==> src/rtl/serial_subtractor_pkg.sv <==
// -----------------------------------------------------------------------------
// serial_subtractor_pkg
// Shared types for the digit-serial subtractor: the controller state encoding.
// -----------------------------------------------------------------------------
package serial_subtractor_pkg;

    typedef enum logic [1:0] {
        ST_IDLE = 2'd0,
        ST_BUSY = 2'd1,
        ST_DONE = 2'd2
    } state_t;

endpackage

==> src/rtl/serial_subtractor_sub_digit.sv <==
// -----------------------------------------------------------------------------
// sub_digit
// Purely combinational DIGIT-bit subtract with borrow: a - b - borrow_in.
// Ports:
//   a, b        : DIGIT-bit operand slices (unsigned)
//   borrow_in   : borrow from the previous (less significant) digit
//   diff        : DIGIT-bit difference
//   borrow_out  : borrow into the next (more significant) digit
// -----------------------------------------------------------------------------
module sub_digit #(
    parameter int DIGIT = 1
) (
    input  logic [DIGIT-1:0] a,
    input  logic [DIGIT-1:0] b,
    input  logic             borrow_in,
    output logic [DIGIT-1:0] diff,
    output logic             borrow_out
);

    logic [DIGIT:0] full;

    // One extra bit catches the wrap: it is set exactly when a < b + borrow_in.
    assign full = {1'b0, a} - {1'b0, b} - {{DIGIT{1'b0}}, borrow_in};
    assign {borrow_out, diff} = full;

endmodule

==> src/rtl/serial_subtractor.sv <==
// -----------------------------------------------------------------------------
// serial_subtractor
// Digit-serial unsigned subtractor: diff = (a - b) mod 2^WIDTH, borrow = a < b.
// Processes DIGIT bits per cycle over N = WIDTH/DIGIT cycles, LSB digit first.
//
// state | meaning
// ------+--------------------------------------------------------------
// IDLE  | ready_o=1, waiting for operands
// BUSY  | one digit subtracted per cycle, step counter 0..N-1
// DONE  | valid_o=1, result held until downstream accepts
//
// Ports:
//   clk_i, rst_ni     : clock, async active-low reset
//   valid_i, ready_o  : operand handshake
//   a_i, b_i          : minuend / subtrahend (unsigned, WIDTH bits)
//   valid_o, ready_i  : result handshake
//   diff_o, borrow_o  : result and final borrow (valid only while valid_o=1)
// -----------------------------------------------------------------------------
module serial_subtractor
    import serial_subtractor_pkg::*;
#(
    parameter int WIDTH = 8,
    parameter int DIGIT = 1
) (
    input  logic             clk_i,
    input  logic             rst_ni,
    input  logic             valid_i,
    output logic             ready_o,
    input  logic [WIDTH-1:0] a_i,
    input  logic [WIDTH-1:0] b_i,
    output logic             valid_o,
    input  logic             ready_i,
    output logic [WIDTH-1:0] diff_o,
    output logic             borrow_o
);

    localparam int N  = WIDTH / DIGIT;
    localparam int CW = (N > 1) ? $clog2(N) : 1;
    localparam logic [CW-1:0] LAST = CW'(N - 1);

    if ((WIDTH % DIGIT) != 0 || DIGIT < 1) begin : g_bad_digit
        $error("serial_subtractor: DIGIT must divide WIDTH");
    end

    state_t           state;
    state_t           state_next;
    logic [WIDTH-1:0] a_sh;
    logic [WIDTH-1:0] b_sh;
    logic [WIDTH-1:0] diff_r;
    logic [WIDTH-1:0] diff_next;
    logic             borrow_r;
    logic [CW-1:0]    cnt;
    logic [DIGIT-1:0] dig_diff;
    logic             dig_borrow;
    logic             accept;

    assign ready_o  = (state == ST_IDLE);
    assign valid_o  = (state == ST_DONE);
    assign diff_o   = diff_r;
    assign borrow_o = borrow_r;
    assign accept   = valid_i && ready_o;

    sub_digit #(
        .DIGIT (DIGIT)
    ) u_sub_digit (
        .a          (a_sh[DIGIT-1:0]),
        .b          (b_sh[DIGIT-1:0]),
        .borrow_in  (borrow_r),
        .diff       (dig_diff),
        .borrow_out (dig_borrow)
    );

    // New digits enter at the MSB end; after N steps the first (LSB) digit
    // has walked down to bit 0. A single-digit configuration has no shift.
    if (DIGIT == WIDTH) begin : g_one_digit
        assign diff_next = dig_diff;
    end else begin : g_multi_digit
        assign diff_next = {dig_diff, diff_r[WIDTH-1:DIGIT]};
    end

    always_ff @(posedge clk_i or negedge rst_ni) begin
        if (!rst_ni) begin
            state <= ST_IDLE;
        end else begin
            state <= state_next;
        end
    end

    always_comb begin
        state_next = state;
        case (state)
            ST_IDLE: if (accept)        state_next = ST_BUSY;
            ST_BUSY: if (cnt == LAST)   state_next = ST_DONE;
            ST_DONE: if (ready_i)       state_next = ST_IDLE;
            default:                    state_next = ST_IDLE;
        endcase
    end

    always_ff @(posedge clk_i or negedge rst_ni) begin
        if (!rst_ni) begin
            a_sh     <= '0;
            b_sh     <= '0;
            diff_r   <= '0;
            borrow_r <= 1'b0;
            cnt      <= '0;
        end else begin
            case (state)
                ST_IDLE: begin
                    if (accept) begin
                        a_sh     <= a_i;
                        b_sh     <= b_i;
                        borrow_r <= 1'b0;
                        cnt      <= '0;
                    end
                end
                ST_BUSY: begin
                    a_sh     <= a_sh >> DIGIT;
                    b_sh     <= b_sh >> DIGIT;
                    diff_r   <= diff_next;
                    borrow_r <= dig_borrow;
                    if (cnt != LAST) begin
                        cnt <= cnt + 1'b1;
                    end
                end
                default: ;
            endcase
        end
    end

endmodule

==> config.mk <==
export PLATFORM = sky130hd
export DESIGN_NAME = serial_subtractor
export DESIGN_NICKNAME = d
export VERILOG_FILES = /design/src/rtl/serial_subtractor_pkg.sv /design/src/rtl/serial_subtractor_sub_digit.sv /design/src/rtl/serial_subtractor.sv
export SDC_FILE = /design/constraint.sdc
export NUM_CORES = 1
export LEC_CHECK = 0
export CAP_MARGIN = 20
export CORE_UTILIZATION = 49
export DETAILED_ROUTE_END_ITERATION = 16
export MAX_ROUTING_LAYER = met4
export PLACE_DENSITY = 0.85
export SYNTH_ARGS = -nofsm -noshare
export SYNTH_HDL_FRONTEND = slang
export SYNTH_SLANG_ARGS = --single-unit
==> constraint.sdc <==
create_clock -name clk_i -period 1.4 [get_ports clk_i]
set_input_delay 0.14 -clock clk_i [delete_from_list [all_inputs] [get_ports clk_i]]
set_output_delay 0.14 -clock clk_i [all_outputs]
set_load 0.03 [all_outputs]
**Yosys cells after proc, flatten, opt, wreduce, memory -nomap -nowiden**

Cells that the tools add are included.

- Add/sub/neg operators: 3
- Multipliers: 0
- Div/mod/pow operators: 0
- Magnitude comparators: 0
- Equality and inequality tests: 8
- Shift operators: 0
- Mux-type cells: 13
- Bitwise logic cells: 0
- Reduce and logical (&&, ||, !) cells: 6

Operators with widths:

| operator | number |
|---|---|
| $pmux W8 S2 | 2 |
| $mux W8 | 2 |
| $mux W2 | 3 |
| $mux W3 | 2 |
| $pmux W2 S3 | 1 |
| $pmux W3 S2 | 1 |
| $reduce_and A3 Y1 | 2 |
| $ne A2 B1 Y1 const B | 2 |
| $ne A2 B2 Y1 const B | 2 |
| $add A3 B1 Y3 const B | 1 |
| $eq A3 B3 Y1 const B | 1 |
| $ne A3 B3 Y1 const B | 1 |
| $eq A2 B1 Y1 const B | 1 |
| $eq A2 B2 Y1 const B | 1 |
| $logic_not A2 Y1 | 1 |
| $pmux W1 S2 | 1 |
| $reduce_and A2 Y1 | 1 |
| $reduce_bool A2 Y1 | 1 |
| $sub A1 B1 Y2 | 1 |
| $sub A2 B1 Y2 | 1 |
| $logic_and A1 B1 Y1 | 1 |
| $mux W1 | 1 |

- Bits in registers: 30
- Latch bits: 0
- Memory bits (writable): 0
- Bits in read-only memories: 0
- Output and inout bits: 11
- Memories: 0

**Logic depth before layout (Yosys ltp)**

- Depth after elaboration: 4
- Gate-level depth with buffers: 6
- Depth with buffers taken out: 5

**Cells and area by module**

A second synthesis with hierarchy kept.

- Cell total of the unflattened synthesis: 134
- Area total of the unflattened synthesis: 1411.4 µm²

Modules (own cells, without submodules):

| module | instances | cells an instance | area each (µm²) | sequential area each (µm²) |
|---|---|---|---|---|
| serial_subtractor | 1 | 131 | 1383.8 | 750.7 |
| sub_digit | 1 | 3 | 27.5 | 0.0 |

**Worst setup path after synthesis**

No wires, ideal clock.

- Path kind: reg2reg
- Start point: register borrow_r (netlist: borrow_o)
- End point: register diff_r[7] (netlist: diff_o[7])
- Library setup time: 0.125 ns
- Data arrival time: 1.330 ns
- Setup slack: -0.055 ns
- Cell stages (with the launch flop): 4
- Buffers on the path: 0
- Clock period less this slack: 1.455 ns
- Cells stage by stage: dfrtp_1 > inv_1 > fa_1 > mux2_4

- Cells in the longest elaborated chain, start to end: 1

RTL lines:

| what | RTL line | text |
|---|---|---|
| from (decl) | serial_subtractor.sv:51 | `logic borrow_r;` |
| from (signal assigned) | serial_subtractor.sv:120 | `borrow_r <= dig_borrow;` |
| $sub A2 B1 Y2 | serial_subtractor_sub_digit.sv:23 | `assign full = {1'b0, a} - {1'b0, b} - {{DIGIT{1'b0}}, borrow_in};` |
| via dig_diff | serial_subtractor.sv:53 | `logic [DIGIT-1:0] dig_diff;` |
| to (signal assigned) | serial_subtractor.sv:119 | `diff_r <= diff_next;` |
| to (decl) | serial_subtractor.sv:49 | `logic [WIDTH-1:0] diff_r;` |

The timed path passes the listed nets, and every way through them passes these cells.
A chain may end at the register's enable or synchronous reset.

**Worst setup path after layout**

- Start point: register state[1]
- End point: output port ready_o

- Cells in the longest elaborated chain, start to end: 1

RTL lines:

| what | RTL line | text |
|---|---|---|
| from (decl) | serial_subtractor.sv:45 | `state_t state;` |
| from (signal assigned) | serial_subtractor.sv:85 | `state <= state_next;` |
| $logic_not A2 Y1 | serial_subtractor.sv:57 | `assign ready_o = (state == ST_IDLE);` |
| to (decl) | serial_subtractor.sv:28 | `output logic ready_o,` |

No other way between the ends.

==> qor.yml <==
async_flop_share_pct: 100
r2r_slack_ns: 0.08
clock.fmax_ghz: 0.744
io_buffers: 30
nets: 187
start_util_pct: 51.5
synth_top_cell_by_area: "dfrtp_1"
fp.dieW_um: 55.6
drv_slew: 0
comb_power_share_pct: 45.5
track_usage_pct: 21.5
regArea_um2: 754
syn_to_final_growth_pct: 31.1
critPathCaptureType: "output port"
hp-class: "in2async"
fin_hold_ws_ns: 0.182
cts_root_buffer: "clkbuf_4"
antenna_found_initial: 0
yosysWarnings: 0
synth_ff_type: "dfrtp_1"
dpl.hpwl_um: 2020
die_h_um: 55.6
grt-ovfl-total: 0
synth_area_leaders: "dfrtp_1 (53%), o22ai_1 (12%), a21oi_1 (5.7%)"
grt_pass1_vias: 1016
ant_nets: 0
p_seq_share_pct: 38.4
h-tree-depth: 2
num-fill-cells: 214
synth_top_area_share_pct: 53.3
avgViaCountPerCell: 5.81
core-area_um2: 2730
finalSetupViolCount: 0
maxCapViolCount: 0
crit_chain: "buf_6, nor2_1, buf_4"
cts_tree: "done"
cp_max_fo: 7
drc: 0
clock-sinks: 30
syn_nets: 150
dieArea_um2: 3090
post-route-min-period_ns: 1.34
timing.critical_path.arrival_ns: 1.20
clockBufferDepth: 2
clk_latency_ns: 0.33
p_int_w: 0.00255
grt_setup_unrepaired: "false"
power.leakage_nw: 0.788
holdBufCountCts: 0
ir_drop_mv: 1.63
critical_path.top_delay_family: "flip-flops"
hold_violations: 0
clkTransAtPathRegs_ns: 0.10
pwr-share-clk_pct: 16.1
cp.required_ns: 1.26
ios: 31
layout_common_cells: "o22ai_1 (28), dfrtp_1 (27), clkdlybuf4s50_1 (19)"
power_density_nw_per_um2: 2280
rows: 19
switching_share_pct: 39.2
multi_input_area_um2: 581
worstMarginPinSlew_ns: 0.377
yosys_register_bits: 30
wl_per_cell_um: 15.2
grt_max_degree: 31
fin_area_um2: 1850
dr.pass1.iters: 4
synth-edff-count: 0
via_count: 1138
max_slew_margin_pct: 74.9
placed_area_um2: 1720
layout_commonest_cell: "o22ai_1"
synth_area_um2: 1410
ys_seq_area_share_pct: 53.3
fin_crit_sh_pct: 96.1
grt_pass1_wl_um: 4860
status: "finished, final reports clean"
critPathBufInv: 2
drt_wl_total_um: 2980
fin_skew_ns: 0.00752
p_switching_w: 0.00165
drt-initial-drc-count: 31
numCtsBuffers: 5
drive_gt1_share_pct: 23.0
ys_types: 26
diodes: 0
gp_congestion: 0.753
max_stage_delay_ns: 0.46
critPathKind: "reg2out"
syn_inst: 127
cp_slowest_cell: "dfrtp_2"
postSynthAreaPerCell_um2: 11.1
cp-start-kind: "register"
## area by class of cell
| cell class | instances | area share (%) |
|---|---|---|
| timing repair buffer | 40 | 19.9 |
| clock buffer | 5 | 2.03 |
| tap | 31 | 2.10 |
| clock inverter | 3 | 2.17 |
| multi-input combinational | 83 | 31.5 |
| sequential | 30 | 40.9 |
| inverter | 4 | 1.49 |
## synth_stat cells, types with 3 or more instances
cell / number
dfrtp_1: 30
o22ai_1: 28
a21oi_1: 16
o21ai_0: 12
mux2_4: 5
nor2_1: 4
buf_2: 3
mux2_2: 3
nand2_1: 3
## worst paths after layout
kind	start	endpoint	cells after the start
setup / recovery	state[1]	ready_o	3
hold / removal	rst_ni	diff_o[4]	2
setup reg to reg	cnt[0]	state[0]	4
hold reg to reg	diff_o[0]	diff_o[0]	1
max in group asynchronous	rst_ni	state[0]	2
min in group clk_i	b_i[7]	b_sh[7]	3
## sequential cells by signal, indices dropped and copies added, names as in the netlist
signal / cells
diff_o: 8
borrow_o: 1
a_sh: 8
b_sh: 8
cnt: 3
state: 2
## kinds of logic (layout without fill, tap and decap cells)
family / count (synthesis) / count (layout) / synth area share [%]
adder cells (fa/ha/maj): 3 / 3 / 3.20
multiplexers: 8 / 8 / 7.73
AND/OR/NAND/NOR: 13 / 13 / 4.98
buffers and inverters: 14 / 52 / 6.75
flip-flops: 30 / 30 / 53.3
AO/OA/AOI/OAI: 59 / 59 / 24.0
## through the flow
stage               total power [W]  std cells  setup slack [ns]  util, %  TNS [ns]
floorplan                   0.00303        127            0.0335        -         0
global placement            0.00346        186          -0.00224     63.0  -0.00397
detailed placement          0.00357        186           -0.0658     63.0    -0.223
CTS                         0.00416        194           0.00901     65.9         0
global route                0.00447        196         0.0000256     67.5         0
finish                      0.00420        196            0.0552     67.5         0
## power groups by stage
stage,Combinational [W],Clock (W),Sequential [W]
CTS,0.00187,0.000688,0.00161
global placement,0.00187,0,0.00159
global route,0.00207,0.000736,0.00166
finish,0.00191,0.000675,0.00161
detailed placement,0.00195,0,0.00162
floorplan,0.00124,0,0.00179
## timing repair
| item | CTS | global route |
|---|---|---|
| setup buffers | 0 | 2 |
| resized for setup | 14 | 10 |
| pin swaps | 0 | 0 |
| setup endpoints to repair | 10 | 6 |
## metal layers
metal	share of wire [%]	wire length, um	global-route usage (%)
met2	48	1430	30.5
met3	5.8	172	8.14
met5	0	0	-
met4	0.97	29	8.57
met1	45	1360	28.0
(Power assumes the default switching activity.)
